### src/rtl/regfile_write_ctrl_pkg.sv
// Shared types and constants for the MIPS16 register-file write-port controller.
package mips_16_rf_pkg;

    localparam int unsigned REG_ADDR_W = 3;
    localparam int unsigned REG_DATA_W = 16;
    localparam int unsigned NUM_REGS   = 8;
    localparam logic [REG_ADDR_W-1:0] LAST_REG = 3'd7;

    typedef enum logic {
        ARB  = 1'b0,
        INIT = 1'b1
    } state_e;

endpackage

### src/rtl/regfile_write_ctrl_if.sv
// Requester-side write bus: valid/ready handshake with packed per-requester dest and data.
interface regfile_write_ctrl_if #(
    parameter int unsigned NUM_REQ = 3,
    parameter int unsigned DATA_W  = 16,
    parameter int unsigned ADDR_W  = 3
);
    logic [NUM_REQ-1:0]        req_valid;
    logic [NUM_REQ*ADDR_W-1:0] req_dest;
    logic [NUM_REQ*DATA_W-1:0] req_data;
    logic [NUM_REQ-1:0]        req_ready;

    modport master (output req_valid, output req_dest, output req_data, input req_ready);
    modport slave  (input req_valid, input req_dest, input req_data, output req_ready);
endinterface

### src/rtl/regfile_write_ctrl_rr_arbiter.sv
// Round-robin arbiter: first active request at or after ptr_i (wrapping) wins.
module rr_arbiter #(
    parameter int unsigned NUM_REQ = 3,
    parameter int unsigned PTR_W   = $clog2(NUM_REQ)
) (
    input  logic [NUM_REQ-1:0] req_i,
    input  logic [PTR_W-1:0]   ptr_i,
    input  logic               en_i,
    output logic [NUM_REQ-1:0] gnt_c_o,
    output logic [PTR_W-1:0]   gnt_idx_c_o
);

    int unsigned      cand;
    logic [PTR_W-1:0] cidx;
    logic             found;

    always_comb begin
        gnt_c_o     = '0;
        gnt_idx_c_o = '0;
        found       = 1'b0;
        cand        = 0;
        cidx        = '0;
        for (int unsigned i = 0; i < NUM_REQ; i++) begin
            cand = (32'(ptr_i) + i) % NUM_REQ;
            cidx = PTR_W'(cand);
            if (en_i && !found && req_i[cidx]) begin
                found          = 1'b1;
                gnt_c_o[cidx]  = 1'b1;
                gnt_idx_c_o    = cidx;
            end
        end
    end

endmodule

### src/rtl/regfile_write_ctrl.sv
// Write-port controller: round-robin requester arbitration plus an r1..r7 fill sequence.
import mips_16_rf_pkg::*;

module regfile_write_ctrl #(
    parameter int unsigned NUM_REQ = 3,
    parameter int unsigned DATA_W  = REG_DATA_W,
    parameter int unsigned ADDR_W  = REG_ADDR_W
) (
    input  logic                 clk,
    input  logic                 rst_n,
    regfile_write_ctrl_if.slave  req_if,
    input  logic                 init_start_i,
    input  logic [DATA_W-1:0]    init_value_i,
    output logic                 init_busy_o,
    output logic                 init_done_o,
    output logic                 reg_write_en_o,
    output logic [ADDR_W-1:0]    reg_write_dest_o,
    output logic [DATA_W-1:0]    reg_write_data_o
);

    localparam int unsigned PTR_W = $clog2(NUM_REQ);

    state_e              state_q, state_d;
    logic [PTR_W-1:0]    rr_ptr_q, rr_ptr_d;
    logic [ADDR_W-1:0]   idx_q, idx_d;
    logic [DATA_W-1:0]   fill_q, fill_d;
    logic                wen_q, wen_d;
    logic [ADDR_W-1:0]   wdest_q, wdest_d;
    logic [DATA_W-1:0]   wdata_q, wdata_d;
    logic                done_q, done_d;

    logic                arb_en_c;
    logic [NUM_REQ-1:0]  gnt_c;
    logic [PTR_W-1:0]    gnt_idx_c;
    logic [ADDR_W-1:0]   sel_dest_c;
    logic [DATA_W-1:0]   sel_data_c;

    // init_start wins over any simultaneous request; nothing is granted during reset
    assign arb_en_c = rst_n && (state_q == ARB) && !init_start_i;

    rr_arbiter #(.NUM_REQ(NUM_REQ), .PTR_W(PTR_W)) u_arb (
        .req_i       (req_if.req_valid),
        .ptr_i       (rr_ptr_q),
        .en_i        (arb_en_c),
        .gnt_c_o     (gnt_c),
        .gnt_idx_c_o (gnt_idx_c)
    );

    assign req_if.req_ready = gnt_c;

    always_comb begin
        sel_dest_c = '0;
        sel_data_c = '0;
        for (int unsigned i = 0; i < NUM_REQ; i++) begin
            if (gnt_c[i]) begin
                sel_dest_c = req_if.req_dest[i*ADDR_W +: ADDR_W];
                sel_data_c = req_if.req_data[i*DATA_W +: DATA_W];
            end
        end
    end

    always_comb begin
        state_d  = state_q;
        rr_ptr_d = rr_ptr_q;
        idx_d    = idx_q;
        fill_d   = fill_q;
        wen_d    = 1'b0;
        wdest_d  = '0;
        wdata_d  = '0;
        done_d   = 1'b0;
        case (state_q)
            ARB: begin
                if (init_start_i) begin
                    state_d = INIT;
                    idx_d   = ADDR_W'(1);
                    fill_d  = init_value_i;
                end else if (|gnt_c) begin
                    rr_ptr_d = (gnt_idx_c == PTR_W'(NUM_REQ - 1)) ? '0 : gnt_idx_c + PTR_W'(1);
                    // writes to r0 are accepted but dropped
                    if (sel_dest_c != '0) begin
                        wen_d   = 1'b1;
                        wdest_d = sel_dest_c;
                        wdata_d = sel_data_c;
                    end
                end
            end
            INIT: begin
                wen_d   = 1'b1;
                wdest_d = idx_q;
                wdata_d = fill_q;
                if (idx_q == ADDR_W'(LAST_REG)) begin
                    state_d = ARB;
                    idx_d   = '0;
                    done_d  = 1'b1;
                end else begin
                    idx_d = idx_q + ADDR_W'(1);
                end
            end
            default: state_d = ARB;
        endcase
    end

    always_ff @(posedge clk) begin
        if (!rst_n) begin
            state_q  <= ARB;
            rr_ptr_q <= '0;
            idx_q    <= '0;
            fill_q   <= '0;
            wen_q    <= 1'b0;
            wdest_q  <= '0;
            wdata_q  <= '0;
            done_q   <= 1'b0;
        end else begin
            state_q  <= state_d;
            rr_ptr_q <= rr_ptr_d;
            idx_q    <= idx_d;
            fill_q   <= fill_d;
            wen_q    <= wen_d;
            wdest_q  <= wdest_d;
            wdata_q  <= wdata_d;
            done_q   <= done_d;
        end
    end

    assign init_busy_o      = (state_q == INIT);
    assign init_done_o      = done_q;
    assign reg_write_en_o   = wen_q;
    assign reg_write_dest_o = wdest_q;
    assign reg_write_data_o = wdata_q;

endmodule

### src/flat_wrapper.sv
// flat-port wrapper written by rule: the top's interface ports become plain ports
module regfile_write_ctrl_flat 
#(
    parameter int unsigned NUM_REQ = 3,
    parameter int unsigned DATA_W  = REG_DATA_W,
    parameter int unsigned ADDR_W  = REG_ADDR_W
)
  (clk, rst_n, init_start_i, init_value_i, init_busy_o, init_done_o, reg_write_en_o, reg_write_dest_o, reg_write_data_o, req_if_req_valid, req_if_req_dest, req_if_req_data, req_if_req_ready);
  regfile_write_ctrl_if #(.NUM_REQ(NUM_REQ), .DATA_W(DATA_W), .ADDR_W(ADDR_W)) req_if_i ();
  input  logic clk;
  input  logic rst_n;
  input  logic init_start_i;
  input  logic [DATA_W-1:0] init_value_i;
  output logic init_busy_o;
  output logic init_done_o;
  output logic reg_write_en_o;
  output logic [ADDR_W-1:0] reg_write_dest_o;
  output logic [DATA_W-1:0] reg_write_data_o;
  input wire logic [$bits(req_if_i.req_valid)-1:0] req_if_req_valid;
  input wire logic [$bits(req_if_i.req_dest)-1:0] req_if_req_dest;
  input wire logic [$bits(req_if_i.req_data)-1:0] req_if_req_data;
  output wire logic [$bits(req_if_i.req_ready)-1:0] req_if_req_ready;
  assign req_if_i.req_valid = req_if_req_valid;
  assign req_if_i.req_dest = req_if_req_dest;
  assign req_if_i.req_data = req_if_req_data;
  assign req_if_req_ready = req_if_i.req_ready;
  regfile_write_ctrl #(.NUM_REQ(NUM_REQ), .DATA_W(DATA_W), .ADDR_W(ADDR_W)) u_core (.clk(clk), .rst_n(rst_n), .req_if(req_if_i), .init_start_i(init_start_i), .init_value_i(init_value_i), .init_busy_o(init_busy_o), .init_done_o(init_done_o), .reg_write_en_o(reg_write_en_o), .reg_write_dest_o(reg_write_dest_o), .reg_write_data_o(reg_write_data_o));
endmodule
### config.mk
export PLATFORM = sky130hd
export DESIGN_NAME = regfile_write_ctrl_flat
export DESIGN_NICKNAME = d
export VERILOG_FILES = /design/src/rtl/regfile_write_ctrl_pkg.sv /design/src/rtl/regfile_write_ctrl_if.sv /design/src/rtl/regfile_write_ctrl_rr_arbiter.sv /design/src/rtl/regfile_write_ctrl.sv /design/src/flat_wrapper.sv
export SDC_FILE = /design/constraint.sdc
export NUM_CORES = 1
export LEC_CHECK = 0
export CAP_MARGIN = 20
export CORE_MARGIN = 3
export CORE_UTILIZATION = 42
export DETAILED_ROUTE_END_ITERATION = 6
export PLACE_DENSITY = 0.91
export RECOVER_POWER = 50
export SLEW_MARGIN = 5
export SYNTH_ARGS = -nofsm -noshare
export SYNTH_HDL_FRONTEND = slang
export SYNTH_SLANG_ARGS = --single-unit
### constraint.sdc
create_clock -name clk -period 3.4 [get_ports clk]
set_input_delay 0.34 -clock clk [delete_from_list [all_inputs] [get_ports clk]]
set_output_delay 0.34 -clock clk [all_outputs]
set_load 0.01 [all_outputs]
* After elaboration in Yosys (flattened, before gate mapping) *
Index checks and enable logic that the tools add are counted.

storage, ports and cells
  logic and storage cells = 92
  input port bits = 79
  register bits = 43
  output and inout bits = 25

operators by class
  equality and inequality tests = 3
  magnitude comparators = 6
  divide/modulo/power cells = 3
  muxes and demuxes = 46
  bitwise logic cells = 4
  reduce and logical (&&, ||, !) cells = 18
  add/subtract/negate cells = 4

operators with widths
  cell                                                    count
  2-to-1 mux 16 bit                                       6
  remainder unit 32 x 2 -> 32 bit, second input constant  2
  2-to-1 mux 3 bit                                        11
  remainder unit 2 x 2 -> 32 bit, second input constant   1
  one-hot mux 16 bit (2 select lines)                     1
  2-to-1 mux 1 bit                                        14
  one-hot mux 3 bit (2 select lines)                      2
  logical AND 1 bit                                       10
  < comparator 2 x 3 -> 1 bit, second input constant      3
  2-to-1 mux 2 bit                                        4
  binary-select mux 1 bit (select 2 bit)                  3
  demux 1 bit (select 2 bit)                              3
  >= comparator 2 x 1 -> 1 bit, second input constant     3
  OR 3 bit                                                2
  one-hot mux 1 bit (2 select lines)                      2
  AND reduction 2 bit                                     2
  adder 2 x 1 -> 3 bit, second input constant             1
  adder 2 x 2 -> 3 bit, second input constant             1
  adder 3 x 1 -> 3 bit, second input constant             1
  equality test 3 bit, second input constant              1
  logical NOT 1 bit                                       3
  AND reduction 3 bit                                     1
  nonzero test 3 bit                                      1
  OR reduction 3 bit                                      1
  other kinds (4)                                         5

* Logic depth before layout (Yosys ltp) *
  depth after elaboration = 21
  mapped depth = 12
  depth with buffers taken out = 10

* Modules after synthesis *
A second synthesis with hierarchy kept.

second synthesis, totals
  cells, all modules = 265
  area, all modules = 2,326.0 um2

by module, submodules not included
  module              cells an instance  area each (um2)  times used  seq. area each (um2)
  regfile_write_ctrl  225                2,033.2          1           860.8
  rr_arbiter          40                 292.8            1           0.0

* Worst setup path after synthesis *
Ideal clock, no wire load.

  path type = register to register
  start = register u_core.rr_ptr_q[1]
  end = register u_core.wdata_q[6] (netlist: u_core.reg_write_data_o[6])
  stages on the path, launching flop included = 13
  arrival = 2.674 ns
  path slack = 0.603 ns
  path through = dfxtp_1 -> inv_1 -> ha_1 -> buf_6 -> mux2_4 -> a2111oi_4 -> o211ai_1 -> and2_1 -> a32oi_1 -> mux2i_1 -> nor4_4 -> buf_6 -> o31ai_1

on the way
  cells in the longest elaborated chain, start to end = 21

RTL lines
  item                                                                      line                                 text
  start: declaration                                                        regfile_write_ctrl.sv:24             logic [PTR_W-1:0] rr_ptr_q, rr_ptr_d;
  start signal: assignment                                                  regfile_write_ctrl.sv:115            rr_ptr_q <= rr_ptr_d;
  branches (longest 12 deep; another with remainder unit 32 x 2 -> 32 bit)  -
  2-to-1 mux 3 bit (*)                                                      regfile_write_ctrl_rr_arbiter.sv:26  if (en_i && !found && req_i[cidx]) begin
  2-to-1 mux 3 bit (3 in series)                                            regfile_write_ctrl.sv:55             if (gnt_c[i]) begin
  nonzero test 3 bit                                                        regfile_write_ctrl.sv:80             if (sel_dest_c != '0) begin
  2-to-1 mux 16 bit                                                         regfile_write_ctrl.sv:80
  2-to-1 mux 16 bit (*)                                                     regfile_write_ctrl.sv:77             end else if (|gnt_c) begin
  2-to-1 mux 16 bit (*)                                                     regfile_write_ctrl.sv:73             if (init_start_i) begin
  one-hot mux 16 bit (2 select lines) (*)                                   regfile_write_ctrl.sv:71             case (state_q)
  end signal: assignment                                                    regfile_write_ctrl.sv:120            wdata_q <= wdata_d;
  end: declaration                                                          regfile_write_ctrl.sv:29             logic [DATA_W-1:0] wdata_q, wdata_d;

Every way passes the cells marked *. The select of a mux whose other input is x is not followed.
A chain may end at the register's enable or synchronous reset.

* Final worst setup path *
  start = register u_core.rr_ptr_q[1]
  end = output req_if_req_ready[1]

on the way
  cells in the longest elaborated chain, start to end = 13

RTL lines
  item                                                                      line                                 text
  branches (longest 12 deep; another with remainder unit 32 x 2 -> 32 bit)  -
  2-to-1 mux 3 bit (*)                                                      regfile_write_ctrl_rr_arbiter.sv:26
  end: declaration                                                          flat_wrapper.sv:22                   output wire logic [$bits(req_if_i.req_ready)-1:0] req_if_req_ready;

Marked as above.

==> flow_summary_export.csv <==
group,metric,value,unit
sta,hold_viol_final,0,
hold_path,hold-path-endpoint,"u_core.fill_q[2]$_SDFFE_PN0P_",
status,status,"completed",
placed_design,place.gp.congestion,0.895,
yosys,synth_edf_count,0,
setup_path,r2r-end,"u_core.reg_write_data_o[13]$_SDFF_PN0_",
global_route,grt_util_all_layers,21.9,%
yosys,ys.flop_type,"dfxtp_1",
routing,routed_wl,7.08,mm
setup_path,ff2ff_path_depth,11,
clock_tree,cts_sinks,43,
sta,drv_slew,0,
setup_path,critPathLaunch,"u_core.rr_ptr_q[1]$_SDFFE_PN0P_",
routing,vias,2401,
cells_and_area,fillers,408,
sta,max_freq,0.315,GHz
setup_path,path_buf_inv,3,
setup_path,required,3060,ps
clock_tree,cts_tree,"yes",
routing,firstDrtPassIters,4,
cells_and_area,areaGrowthSynthToFinish,50.8,%
setup_path,cp_max_fo,9,
yosys,syn_area,0.00233,mm²
die,core,0.00524,mm²
yosys,synth.net_count,360,
yosys,async_reset_ff_share,0,%
setup_path,slowest_delay,550,ps
sta,fin_hold_ws,469,ps
placed_design,dp_hpwl,5.48,mm
hold_path,min_path_cells,2,
sta,tns,0,ps
pwr,power_density,332,mW/mm²
global_route,grt_first_pass_wirelength,11.0,mm
yosys,yosysWarnings,0,
yosys,yosys.area.top_type_share,37.0,%
die,start_util,44.5,%
setup_path,r2r_slack,360,ps
routing,drt_iter0_markers,100,
cells_and_area,seq_area,861,µm²
clock_tree,path_clk_slew,70,ps
cells_and_area,fin_nets,459,
setup_path,reg2reg_from,"u_core.rr_ptr_q[1]$_SDFFE_PN0P_",
sta,postLayoutSetupSlackWorst,221,ps
die,io_pins,104,
setup_path,crit_family,"buffers and inverters",
die,die-area,0.00647,mm²
job,max-cap-violations,0,
die,die_h,80.5,µm
die,num_rows,26,
clock_tree,numCtsBuffers,5,
global_route,grt_pass1_vias,2309,
pwr,ir_worst_vdd,0.000238,V
routing,drcViolationCount,0,
cells_and_area,final_cell_area,0.00351,mm²
sta,slew_headroom,53.9,%
die,die_w,80.5,µm
yosys,ys_top_cells_by_area,"dfxtp_1 37%, nand2_1 8.7%, nor2b_1 6.4%",
clock_tree,clk-insertion-delay-late,300,ps
global_route,grt_max_degree,33,
cells_and_area,drive_gt1_share,6.68,%
pwr,p_leak,0.00131,µW
clock_tree,hold_buffers,0,
sta,finalSetupViolations,0,
setup_path,crit_path_start_kind,"register",
setup_path,critPathKind,"register to output pin",
global_route,antenna_found_initial,0,
setup_path,cp-end-kind,"output pin",
cells_and_area,multi_input_area,0.00135,mm²
clock_tree,cts-root-buf,"clkbuf_8",
yosys,synth_cells,275,
sta,min_period,3180,ps
yosys,synth.distinct_cells,42,
yosys,syn_avg_cell_area,8.47,µm²
setup_path,cpMaxStageDelayCell,"clkdlybuf4s50_1",
placed_design,port_buffers,103,
cells_and_area,diodes,0,
clock_tree,cts_setup_buffers,0,
clock_tree,ctsResizeCount,0,
routing,post_drt_wl_per_cell,16.0,µm
hold_path,hold_start,"u_core.fill_q[2]$_SDFFE_PN0P_",
setup_path,cp_cell_sequence,"inv_1, ha_1, mux2_4, a2111oi_4, o211ai_1, a21oi_2, buf_4, clkdlybuf4s50_1",
yosys,synth_seq_area_share,37.0,%
setup_path,crit_arrival,2840,ps
placed_design,post-place-ws,286,ps
sta,fin_skew,4.92,ps
sta,rsz0062_at_grt,"no",
sta,worst_pin_slew,692,ps
placed_design,placed_cell_area,0.00342,mm²
global_route,grt_overflow_total,0,
routing,ant_nets,0,
sta,min_period_over_period,93.5,%
yosys,yosys.area.top_type,"dfxtp_1",
hold_path,hold_path_class,"register to register",
clock_tree,clk_path_buf_depth,2,
clock_tree,htreeDepth,2,
yosys,synth-seq-cells,43,
routing,vias_per_cell,5.41,
## per-layer routing
metal	GRT usage (%)	wire, µm	up-vias
li1	-	-	1185
met1	27.9	3050	1112
met2	36.3	3460	90
met3	4.15	459	14
met4	8.28	117	0
met5	0	0	-
## state kept, by name, summed over array words and instances (netlist names)
signal                   count
u_core.rr_ptr_q              2
u_core.init_done_o           1
u_core.init_busy_o           1
u_core.idx_q                 3
u_core.reg_write_dest_o      3
u_core.reg_write_data_o     16
u_core.reg_write_en_o        1
u_core.fill_q               16
## metrics by stage
stage / util [%] / total power (µW) / cells
after global placement: 65.4 / 849 / 437
after global routing: 67.0 / 1220 / 444
after CTS: 67.0 / 1180 / 444
after detailed placement: 65.4 / 855 / 437
final: 67.0 / 1170 / 444
after floorplan: - / 700 / 275
## cell families after synthesis
family / share of synthesized area (%)
muxes: 2.90
AOI/OAI and AO/OA: 29.0
buffers and inverters: 5.21
DFF: 37.0
and+or+nand+nor: 22.7
adders and majority gates: 3.22
## worst reg2reg max path, delay by kind of cell, from the launching register on
kind,cells,cell delay [ps]
buffers and inverters,2,300
adders and majority gates,1,350
AOI/OAI and AO/OA,5,1230
and+or+nand+nor,1,80
DFF,1,340
muxes,2,660
## where the power goes
part | total, µW | switching, µW | internal (µW)
clock network | 323 | 164 | 159
logic | 298 | 131 | 167
registers | 545 | 14.2 | 530
## cell usage in the layout (no fill, tap or decap), types with 5 or more instances in the layout
cell and count:
and2_1 5, o21ai_0 6, a221oi_1 16, clkdlybuf4s50_1 87, inv_1 8, dlygate4sd3_1 16, dfxtp_1 43, buf_4 8
o31ai_1 17, clkbuf_8 6, nor2_1 11, nand2_1 54, a21boi_0 17, nor2b_1 24, ha_1 6
## how the worst max path moves through the flow
stage / endpoint / cells after the start
6_report: req_if_req_ready[1] / 8
5_1_grt: req_if_req_ready[1] / 8
4_1_cts: req_if_req_ready[1] / 8
3_5_place_dp: u_core.reg_write_data_o[13]$_SDFF_PN0_ / 10
3_3_place_gp: u_core.reg_write_data_o[12]$_SDFF_PN0_ / 10
2_1_floorplan: u_core.reg_write_data_o[6]$_SDFF_PN0_ / 12
## synth_stat cells, types with 2 or more instances
cell type / instances
nand2b_1: 4
o21ai_0: 6
a22oi_1: 4
mux2_2: 2
a21boi_0: 17
ha_1: 6
inv_1: 8
mux2i_1: 3
clkbuf_1: 13
dfxtp_1: 43
nor3_1: 2
nor2_1: 11
nand2_1: 54
and2_1: 6
o21a_1: 3
and3_1: 2
a32oi_1: 3
buf_6: 2
o22ai_1: 2
nor2b_1: 24
buf_2: 4
a22o_1: 2
a21oi_1: 4
a221oi_1: 16
o31ai_1: 17
## final cells by class
cell class | instances | area share [%]
clock buffer | 6 | 2.35
clock inverter | 1 | 0.143
sequential | 43 | 24.5
inverter | 8 | 0.855
timing repair buffer | 111 | 31.1
multi-input combinational | 205 | 38.6
tap | 70 | 2.49
No activity file was read; power rests on OpenSTA's default activity.
